===== src/rtl/left_shift_1b_pkg.sv =====
// -----------------------------------------------------------------------------
// left_shift_1b_pkg
// Shared constants for the immediate path: the default data width used by
// the sign-extender, this shift-left-by-one unit and the branch-target adder.
// No ports (package).
// -----------------------------------------------------------------------------
package left_shift_1b_pkg;

    // Default width of immediates and shifted results on the immediate path.
    localparam int DEFAULT_WIDTH = 16;

    // Convenience type for a default-width immediate.
    typedef logic [DEFAULT_WIDTH-1:0] imm_t;

    // Value of the registered zero flag while in reset: out is cleared to 0,
    // so the flag must agree and read as "result is zero".
    localparam logic RESET_ZERO = 1'b1;

endpackage : left_shift_1b_pkg


===== src/rtl/left_shift_1b_if.sv =====
// -----------------------------------------------------------------------------
// left_shift_1b_if
// Bundles the operand and result signals of the shift-left-by-one unit.
//   immediate  operand (WIDTH bits), sampled when in_valid is high
//   in_valid   operand qualifier
//   out        registered shifted result (WIDTH bits)
//   out_valid  result/flags valid this cycle
//   carry_out  registered bit shifted out (immediate MSB)
//   zero       registered flag, shifted result is all zeros
// Modports: master drives the operand side, slave is the shift unit.
// -----------------------------------------------------------------------------
interface left_shift_1b_if #(
    parameter int WIDTH = left_shift_1b_pkg::DEFAULT_WIDTH
);
    logic [WIDTH-1:0] immediate;
    logic             in_valid;
    logic [WIDTH-1:0] out;
    logic             out_valid;
    logic             carry_out;
    logic             zero;

    modport master (
        output immediate,
        output in_valid,
        input  out,
        input  out_valid,
        input  carry_out,
        input  zero
    );

    modport slave (
        input  immediate,
        input  in_valid,
        output out,
        output out_valid,
        output carry_out,
        output zero
    );
endinterface : left_shift_1b_if


===== src/rtl/left_shift_1b_shl1_core.sv =====
// -----------------------------------------------------------------------------
// left_shift_1b_shl1_core
// Purely combinational logical shift left by one (zero fill).
//   immediate  in   WIDTH  operand
//   shifted    out  WIDTH  {immediate[WIDTH-2:0], 1'b0}
//   carry      out  1      immediate[WIDTH-1], the bit shifted out
//   zero       out  1      shifted == 0
// -----------------------------------------------------------------------------
module left_shift_1b_shl1_core
    import left_shift_1b_pkg::*;
#(
    parameter int WIDTH = DEFAULT_WIDTH
) (
    input  logic [WIDTH-1:0] immediate,
    output logic [WIDTH-1:0] shifted,
    output logic             carry,
    output logic             zero
);

    assign shifted = {immediate[WIDTH-2:0], 1'b0};
    assign carry   = immediate[WIDTH-1];
    // Bit 0 of the result is always 0, so only the surviving operand bits
    // decide the flag; this is why 2^(WIDTH-1) also yields zero.
    assign zero    = ~|immediate[WIDTH-2:0];

endmodule : left_shift_1b_shl1_core


===== src/rtl/left_shift_1b.sv =====
// -----------------------------------------------------------------------------
// left_shift_1b
// Registered shift-left-by-one for the immediate path (word offset -> byte
// offset). Result, carry and zero flag appear one clock after the operand is
// sampled; out_valid marks the cycle a fresh result is presented.
//   clk   in  rising-edge clock
//   rst   in  asynchronous, active-high reset
//   bus   slave modport of left_shift_1b_if (operand in, result/flags out)
// -----------------------------------------------------------------------------
module left_shift_1b
    import left_shift_1b_pkg::*;
#(
    parameter int WIDTH = DEFAULT_WIDTH
) (
    input  logic              clk,
    input  logic              rst,
    left_shift_1b_if.slave    bus
);

    logic [WIDTH-1:0] shifted;
    logic             shifted_carry;
    logic             shifted_zero;

    logic [WIDTH-1:0] out_q;
    logic             carry_q;
    logic             zero_q;
    logic             valid_q;

    left_shift_1b_shl1_core #(
        .WIDTH (WIDTH)
    ) u_core (
        .immediate (bus.immediate),
        .shifted   (shifted),
        .carry     (shifted_carry),
        .zero      (shifted_zero)
    );

    // NOTE: data registers are reset here (not just the valid flop) because
    // consumers may read out/zero/carry_out directly out of reset, and the
    // zero flag must be consistent with a cleared result.
    always_ff @(posedge clk or posedge rst) begin
        if (rst) begin
            out_q   <= '0;
            carry_q <= 1'b0;
            zero_q  <= RESET_ZERO;
            valid_q <= 1'b0;
        end else begin
            // NOTE: non-blocking assignments so every flop samples the
            // pre-edge values regardless of statement order.
            valid_q <= bus.in_valid;
            // Load only on a qualified operand; an X on immediate while
            // in_valid is low never reaches the held result.
            if (bus.in_valid) begin
                out_q   <= shifted;
                carry_q <= shifted_carry;
                zero_q  <= shifted_zero;
            end
        end
    end

    assign bus.out       = out_q;
    assign bus.carry_out = carry_q;
    assign bus.zero      = zero_q;
    assign bus.out_valid = valid_q;

endmodule : left_shift_1b


===== src/flat_wrapper.sv =====
// flat-port wrapper written by rule: the top's interface ports become plain ports
module left_shift_1b_flat import left_shift_1b_pkg::*;
#(
    parameter int WIDTH = DEFAULT_WIDTH
)
  (clk, rst, bus_immediate, bus_in_valid, bus_out, bus_out_valid, bus_carry_out, bus_zero);
  left_shift_1b_if #(.WIDTH(WIDTH)) bus_i ();
  input  logic clk;
  input  logic rst;
  input wire logic [$bits(bus_i.immediate)-1:0] bus_immediate;
  input wire logic [$bits(bus_i.in_valid)-1:0] bus_in_valid;
  output wire logic [$bits(bus_i.out)-1:0] bus_out;
  output wire logic [$bits(bus_i.out_valid)-1:0] bus_out_valid;
  output wire logic [$bits(bus_i.carry_out)-1:0] bus_carry_out;
  output wire logic [$bits(bus_i.zero)-1:0] bus_zero;
  assign bus_i.immediate = bus_immediate;
  assign bus_i.in_valid = bus_in_valid;
  assign bus_out = bus_i.out;
  assign bus_out_valid = bus_i.out_valid;
  assign bus_carry_out = bus_i.carry_out;
  assign bus_zero = bus_i.zero;
  left_shift_1b #(.WIDTH(WIDTH)) u_core (.clk(clk), .rst(rst), .bus(bus_i));
endmodule

===== config.mk =====
export PLATFORM = sky130hd
export DESIGN_NAME = left_shift_1b_flat
export DESIGN_NICKNAME = d
export VERILOG_FILES = /design/src/rtl/left_shift_1b_pkg.sv /design/src/rtl/left_shift_1b_if.sv /design/src/rtl/left_shift_1b_shl1_core.sv /design/src/rtl/left_shift_1b.sv /design/src/flat_wrapper.sv
export SDC_FILE = /design/constraint.sdc
export NUM_CORES = 1
export LEC_CHECK = 0
export CAP_MARGIN = 10
export CORE_MARGIN = 5
export CORE_UTILIZATION = 41
export CTS_CLUSTER_DIAMETER = 40
export DETAILED_ROUTE_END_ITERATION = 10
export PLACE_DENSITY = 0.81
export SKIP_LAST_GASP = 1
export SYNTH_ARGS = -nofsm -noshare
export SYNTH_HDL_FRONTEND = slang
export SYNTH_SLANG_ARGS = --single-unit

===== constraint.sdc =====
create_clock -name clk -period 1.25 [get_ports clk]
set_input_delay 0.375 -clock clk [delete_from_list [all_inputs] [get_ports clk]]
set_output_delay 0.375 -clock clk [all_outputs]
set_load 0.01 [all_outputs]

==> results.md, run 1 <==
* Synth Area in Simple Gates at 5.229%
* Total wire length at 1666 um
* Clk buf depth at 2
* Vias at 560
* Met1 Wirelength at 674 um
* Area share of fa/ha/maj cells after synthesis at 0%
* GR Util All Layers at 13.40%
* Reg-to-reg setup timing slack at 0.26 ns
* CTS Root Cell: clkbuf_4
* Met2 wire length at 831 um
* Die Y-Extent at 53.22 um
* Crit Reg-Reg Endpoint: u_core.bus.out[6]
* Flops & latches, synth at 18
* Largest net degree at the start of global routing at 11
* Die area at 2832 sq um
* Pwr dens at 1111 nW/um^2
* Synth warn at 0
* TNS Setup at -0.07131 ns
* Setup Skew at 0 ns
* Peak Freq at 0.7616 GHz
* Port Buffers at 36
* Layout area overhead at 57.19%
* Met3 wire length at 135 um
* Post-Synth XOR/XNOR Area at 0%
* Hold_ws at 0.2889 ns
* Tmin final at 1.313 ns
* Worst setup EP type: output port
* Detailed Place HPWL at 1325 um
* Avg Cell Area, Syn at 17.02 sq um
* EDFF count, synth at 0
* Pleak at 0.5888 nW
* Post-DR wirelength/cell at 13.54 um
* CP required at 0.88 ns
* Insertion delay to the later sink of the worst-skew pair at 0.29 ns
* Initial DRC count at 1
* Worst hold path class: in2async
* CTS buffer count at 3
* Final Hold Fails at 0
* Fin crit share at 105.0%
* Area share of the largest cell type after synthesis at 55.56%
* DP Cell Count at 112
* Crit-path leading delay family: flip-flops
* DRT Pass-1 Iters at 3
* Worst-path fanout max at 2
* Final net count at 118
* Multiplexer share of the synthesized area at 28.43%
* CTS clk-pin slew, worst paths at 0.10 ns
* RSZ-0062 raised after global routing: true
* CORE AREA at 1745 sq um
* Final max-slew violation count at 0
* CP arrival at 0.94 ns
* Clk sinks at 18
* Syn nets at 64
* Most common cell in the netlist: dfrtp_1
* First-pass GRT wire length at 2677 um
* # diodes at 0
* Status: complete, but fails checks
* Max-cap violations at 0
* Worst Reg-to-Reg Cells at 3
* Die Span X at 53.22 um
* Top cells by area, synth: dfrtp_1, mux2_4, mux2_2
* Vias in the first global route at 603
* Post-route ant nets at 0
* Hold Buf Count CTS at 0
* Post-route insts no fill at 123
* Sequential-to-total area share from yosys stat at 58.99%
* Worst path buffer plus inverter count at 1
* Mapped Cells at 45
* Number of distinct library cells after synthesis at 13
* Most frequent cells after synthesis: dfrtp_1, mux2_4, mux2_2
* # setup viols final at 2
* Clock tree from TritonCTS: done
* Critical path launch point type: register
* Row Count at 15
* Post-Syn Area at 765.7 sq um
* Layout cell share with drive strength beyond 1 at 57.14%
* VDD IR max at 0.001017 V
* Post-DP Area at 1186 sq um
* CP cell instances: buf_6
* Ports at 38
* Gr ovfl total at 0
* Failing checks: setup timing
* Worst r2r src: u_core.bus.out[6]
* Highest metal used: met4
* Initial antenna violation count at 0
* # H-tree levels at 1
* Ys async rst share at 100.0%
* Max incr delay on CP at 0.55 ns
* Leading area contributor after synthesis: dfrtp_1
* Worst setup margin at -0.06307 ns
* Initial core utilization at 43.87%
* GP Congestion at 0.6827
* Largest family of logic cells by synthesized area: multiplexers
* DRC viols at 0
* Design area at 1204 sq um
* Compound-Gate Fraction of Synth Area at 1.307%
* CP max stage cell: dfstp_2
* Vias per cell at 4.553
* WS Path Type: reg2out
* Main synth FF type: dfrtp_1
[cells by family (layout without fill, tap and decap cells)]
family,count (synthesis),count (layout)
AO/OA/AOI/OAI,1,1
buffers and inverters,4,57
flip-flops,18,18
multiplexers,16,16
other,1,1
AND/OR/NAND/NOR,5,5
[sequential cells by signal, summed over array words and instances, names as in the netlist]
signal                flops
u_core.bus.zero           1
u_core.bus.out_valid      1
u_core.bus.out           15
u_core.bus.carry_out      1
[metrics by stage]
stage	util, %	setup slack, ns	power, W
after floorplan	-	0.2095	0.0008082
after global placement	67.96	-0.2653	0.001010
after detailed placement	67.96	-0.3003	0.001017
after CTS	68.24	-0.07147	0.001348
after global routing	68.96	-0.08776	0.001406
final	68.96	-0.06307	0.001337
[placed cells by master, fill, tap and decap left out, drive strengths merged]
cell,count
nor4b,1
dfrtp,17
mux2,16
clkdlybuf4s50,18
conb,1
nor2b,1
clkbuf,4
dfstp,1
nor4,3
a41o,1
inv,1
buf,34
[where the power goes]
part	switching (W)	internal, W	leakage (nW)
Clock	0.000176	0.000177	0.0210
Combinational	0.000118	0.000206	0.359
Sequential	0.0000248	0.000635	0.209
Total	0.000318	0.00102	0.589
[routing by layer]
layer	vias to the layer above	global-route usage, %
met3	4	4.507
met5	-	0
met2	22	22.04
li1	263	-
met1	271	15.93
met4	0	5.106
[worst max path at each step]
stage / from / to / slack [ns] / cells past startpoint
after global placement: bus_in_valid / u_core.bus.out[3] / -0.27 / 3
after detailed placement: bus_in_valid / u_core.bus.zero / -0.30 / 4
after CTS: u_core.bus.zero / bus_zero / -0.07 / 1
after global routing: u_core.bus.zero / bus_zero / -0.09 / 1
final: u_core.bus.zero / bus_zero / -0.06 / 1
after floorplan: bus_in_valid / u_core.bus.out[10] / 0.21 / 3
[area by class of cell]
cell class,instances,area (sq um)
sequential,18,451.7
multi-input combinational,23,280.3
tap,25,31.28
fill,144,541.8
clock buffer,4,36.28
inverter,1,3.754
timing repair buffer,52,400.4
[repair_timing]
action,in CTS,in global routing
resized for setup,73,2
endpoints found under the setup margin,18,2
buffers inserted,7,0
(Power assumes the default switching activity.)
==> run 2, diff against run 1 <==
- SLEW_MARGIN: not set -> 20
==> results of run 2 <==
The final DEF is identical to that of run 1; final timing and power are the same.
==> run 3, diff against run 2 <==
- SKIP_LAST_GASP: 1 -> not set
==> results.md, run 3 (synthesis results as in run 1) <==
* Post-DR wirelength/cell at 13.81 um
* Max incr delay on CP at 0.55 ns
* Initial core utilization at 43.87%
* Worst hold path class: in2async
* RSZ-0062 raised after global routing: true
* Largest net degree at the start of global routing at 11
* CTS clk-pin slew, worst paths at 0.10 ns
* Gr ovfl total at 0
* Die area at 2832 sq um
* CORE AREA at 1745 sq um
* Final max-slew violation count at 0
* VDD IR max at 0.001018 V
* Port Buffers at 36
* Initial antenna violation count at 0
* # H-tree levels at 1
* Worst setup EP type: output port
* Pleak at 0.5900 nW
* First-pass GRT wire length at 2677 um
* Vias per cell at 4.528
* Final net count at 118
* Worst r2r src: u_core.bus.out[6]
* Max-cap violations at 0
* WS Path Type: reg2out
* Max reg flops at 15
* Crit Reg-Reg Endpoint: u_core.bus.out[6]
* Hold_ws at 0.2966 ns
* Ports at 38
* Commonest non-fill, non-tap cell in the layout: clkdlybuf4s50_1
* Crit-path leading delay family: flip-flops
* Reg-to-reg setup timing slack at 0.26 ns
* DRC viols at 0
* Worst-path fanout max at 2
* Clock tree from TritonCTS: done
* Setup Skew at 0 ns
* # setup viols final at 1
* Final Hold Fails at 0
* Clk sinks at 18
* Layout Utilization at 69.18%
* CTS Root Cell: clkbuf_4
* CP arrival at 0.93 ns
* Pwr dens at 1110 nW/um^2
* CP required at 0.88 ns
* Die Span X at 53.22 um
* DRT Pass-1 Iters at 2
* Failing checks: setup timing
* Vias in the first global route at 603
* Worst setup margin at -0.05907 ns
* Layout cell share with drive strength beyond 1 at 57.14%
* Status: complete, but fails checks
* Layout area overhead at 57.68%
* Critical path launch point type: register
* Most frequent cells in the layout: clkdlybuf4s50_1, buf_2, dfrtp_1
* Die Y-Extent at 53.22 um
* Fin crit share at 104.7%
* Total wire length at 1699 um
* Vias at 557
* Worst path buffer plus inverter count at 1
* GR Util All Layers at 13.40%
* Detailed Place HPWL at 1325 um
* # diodes at 0
* Worst Reg-to-Reg Cells at 3
* CTS buffer count at 3
* Tmin final at 1.309 ns
* Insertion delay to the later sink of the worst-skew pair at 0.28 ns
* CP max stage cell: dfstp_2
* CP cell instances: buf_6
* Initial DRC count at 2
* Row Count at 15
* Hold Buf Count CTS at 0
* Post-route ant nets at 0
* Clk buf depth at 2
* Peak Freq at 0.7639 GHz
* GP Congestion at 0.6827
* Fillers at 144
## run 3: per-stage QoR
stage | instance area [sq um] | setup WS [ns] | setup TNS [ns] | std cells | total power [W]
after global placement | 1186 | -0.2653 | -4.203 | 112 | 0.001010
final | 1207 | -0.05907 | -0.05907 | 123 | 0.001340
after detailed placement | 1186 | -0.3003 | -4.680 | 112 | 0.001017
after CTS | 1191 | -0.07147 | -0.07147 | 123 | 0.001348
after floorplan | 765.7 | 0.2095 | 0 | 45 | 0.0008082
after global routing | 1207 | -0.08776 | -0.1053 | 123 | 0.001408
## run 3: worst max path at each step
stage	start	end	slack, ns	depth (start not counted)
6_report	u_core.bus.zero	bus_zero	-0.06	1
5_1_grt	u_core.bus.zero	bus_zero	-0.09	1
4_1_cts	u_core.bus.zero	bus_zero	-0.07	1
3_5_place_dp	bus_in_valid	u_core.bus.zero	-0.30	4
3_3_place_gp	bus_in_valid	u_core.bus.out[3]	-0.27	3
2_1_floorplan	bus_in_valid	u_core.bus.out[10]	0.21	3
## run 3: per-layer routing
metal  share of wire [%]  GRT usage [%]
met5                   0              0
met4                0.71          5.106
met2                  50          22.04
met1                  41          15.93
met3                 7.8          4.507
## run 3: cell type report
| class | count | area (sq um) | area share (%) |
|---|---|---|---|
| inverter | 1 | 3.754 | 0.3109 |
| multi-input combinational | 23 | 280.3 | 23.21 |
| timing repair buffer | 52 | 404.1 | 33.47 |
| clock buffer | 4 | 36.28 | 3.005 |
| tap | 25 | 31.28 | 2.591 |
| sequential | 18 | 451.7 | 37.41 |
## run 3: what timing repair did
item | 4_1_cts | 5_1_grt
setup buffers | 7 | 0
gates resized for setup | 73 | 3
pin swaps | 0 | 0
endpoints found under the setup margin | 18 | 2
## run 3: where the power goes
group / switching, W / internal [W] / total (W)
Clock: 0.000177 / 0.000177 / 0.000354
Combinational: 0.000119 / 0.000207 / 0.000326
Sequential: 0.0000247 / 0.000635 / 0.000660
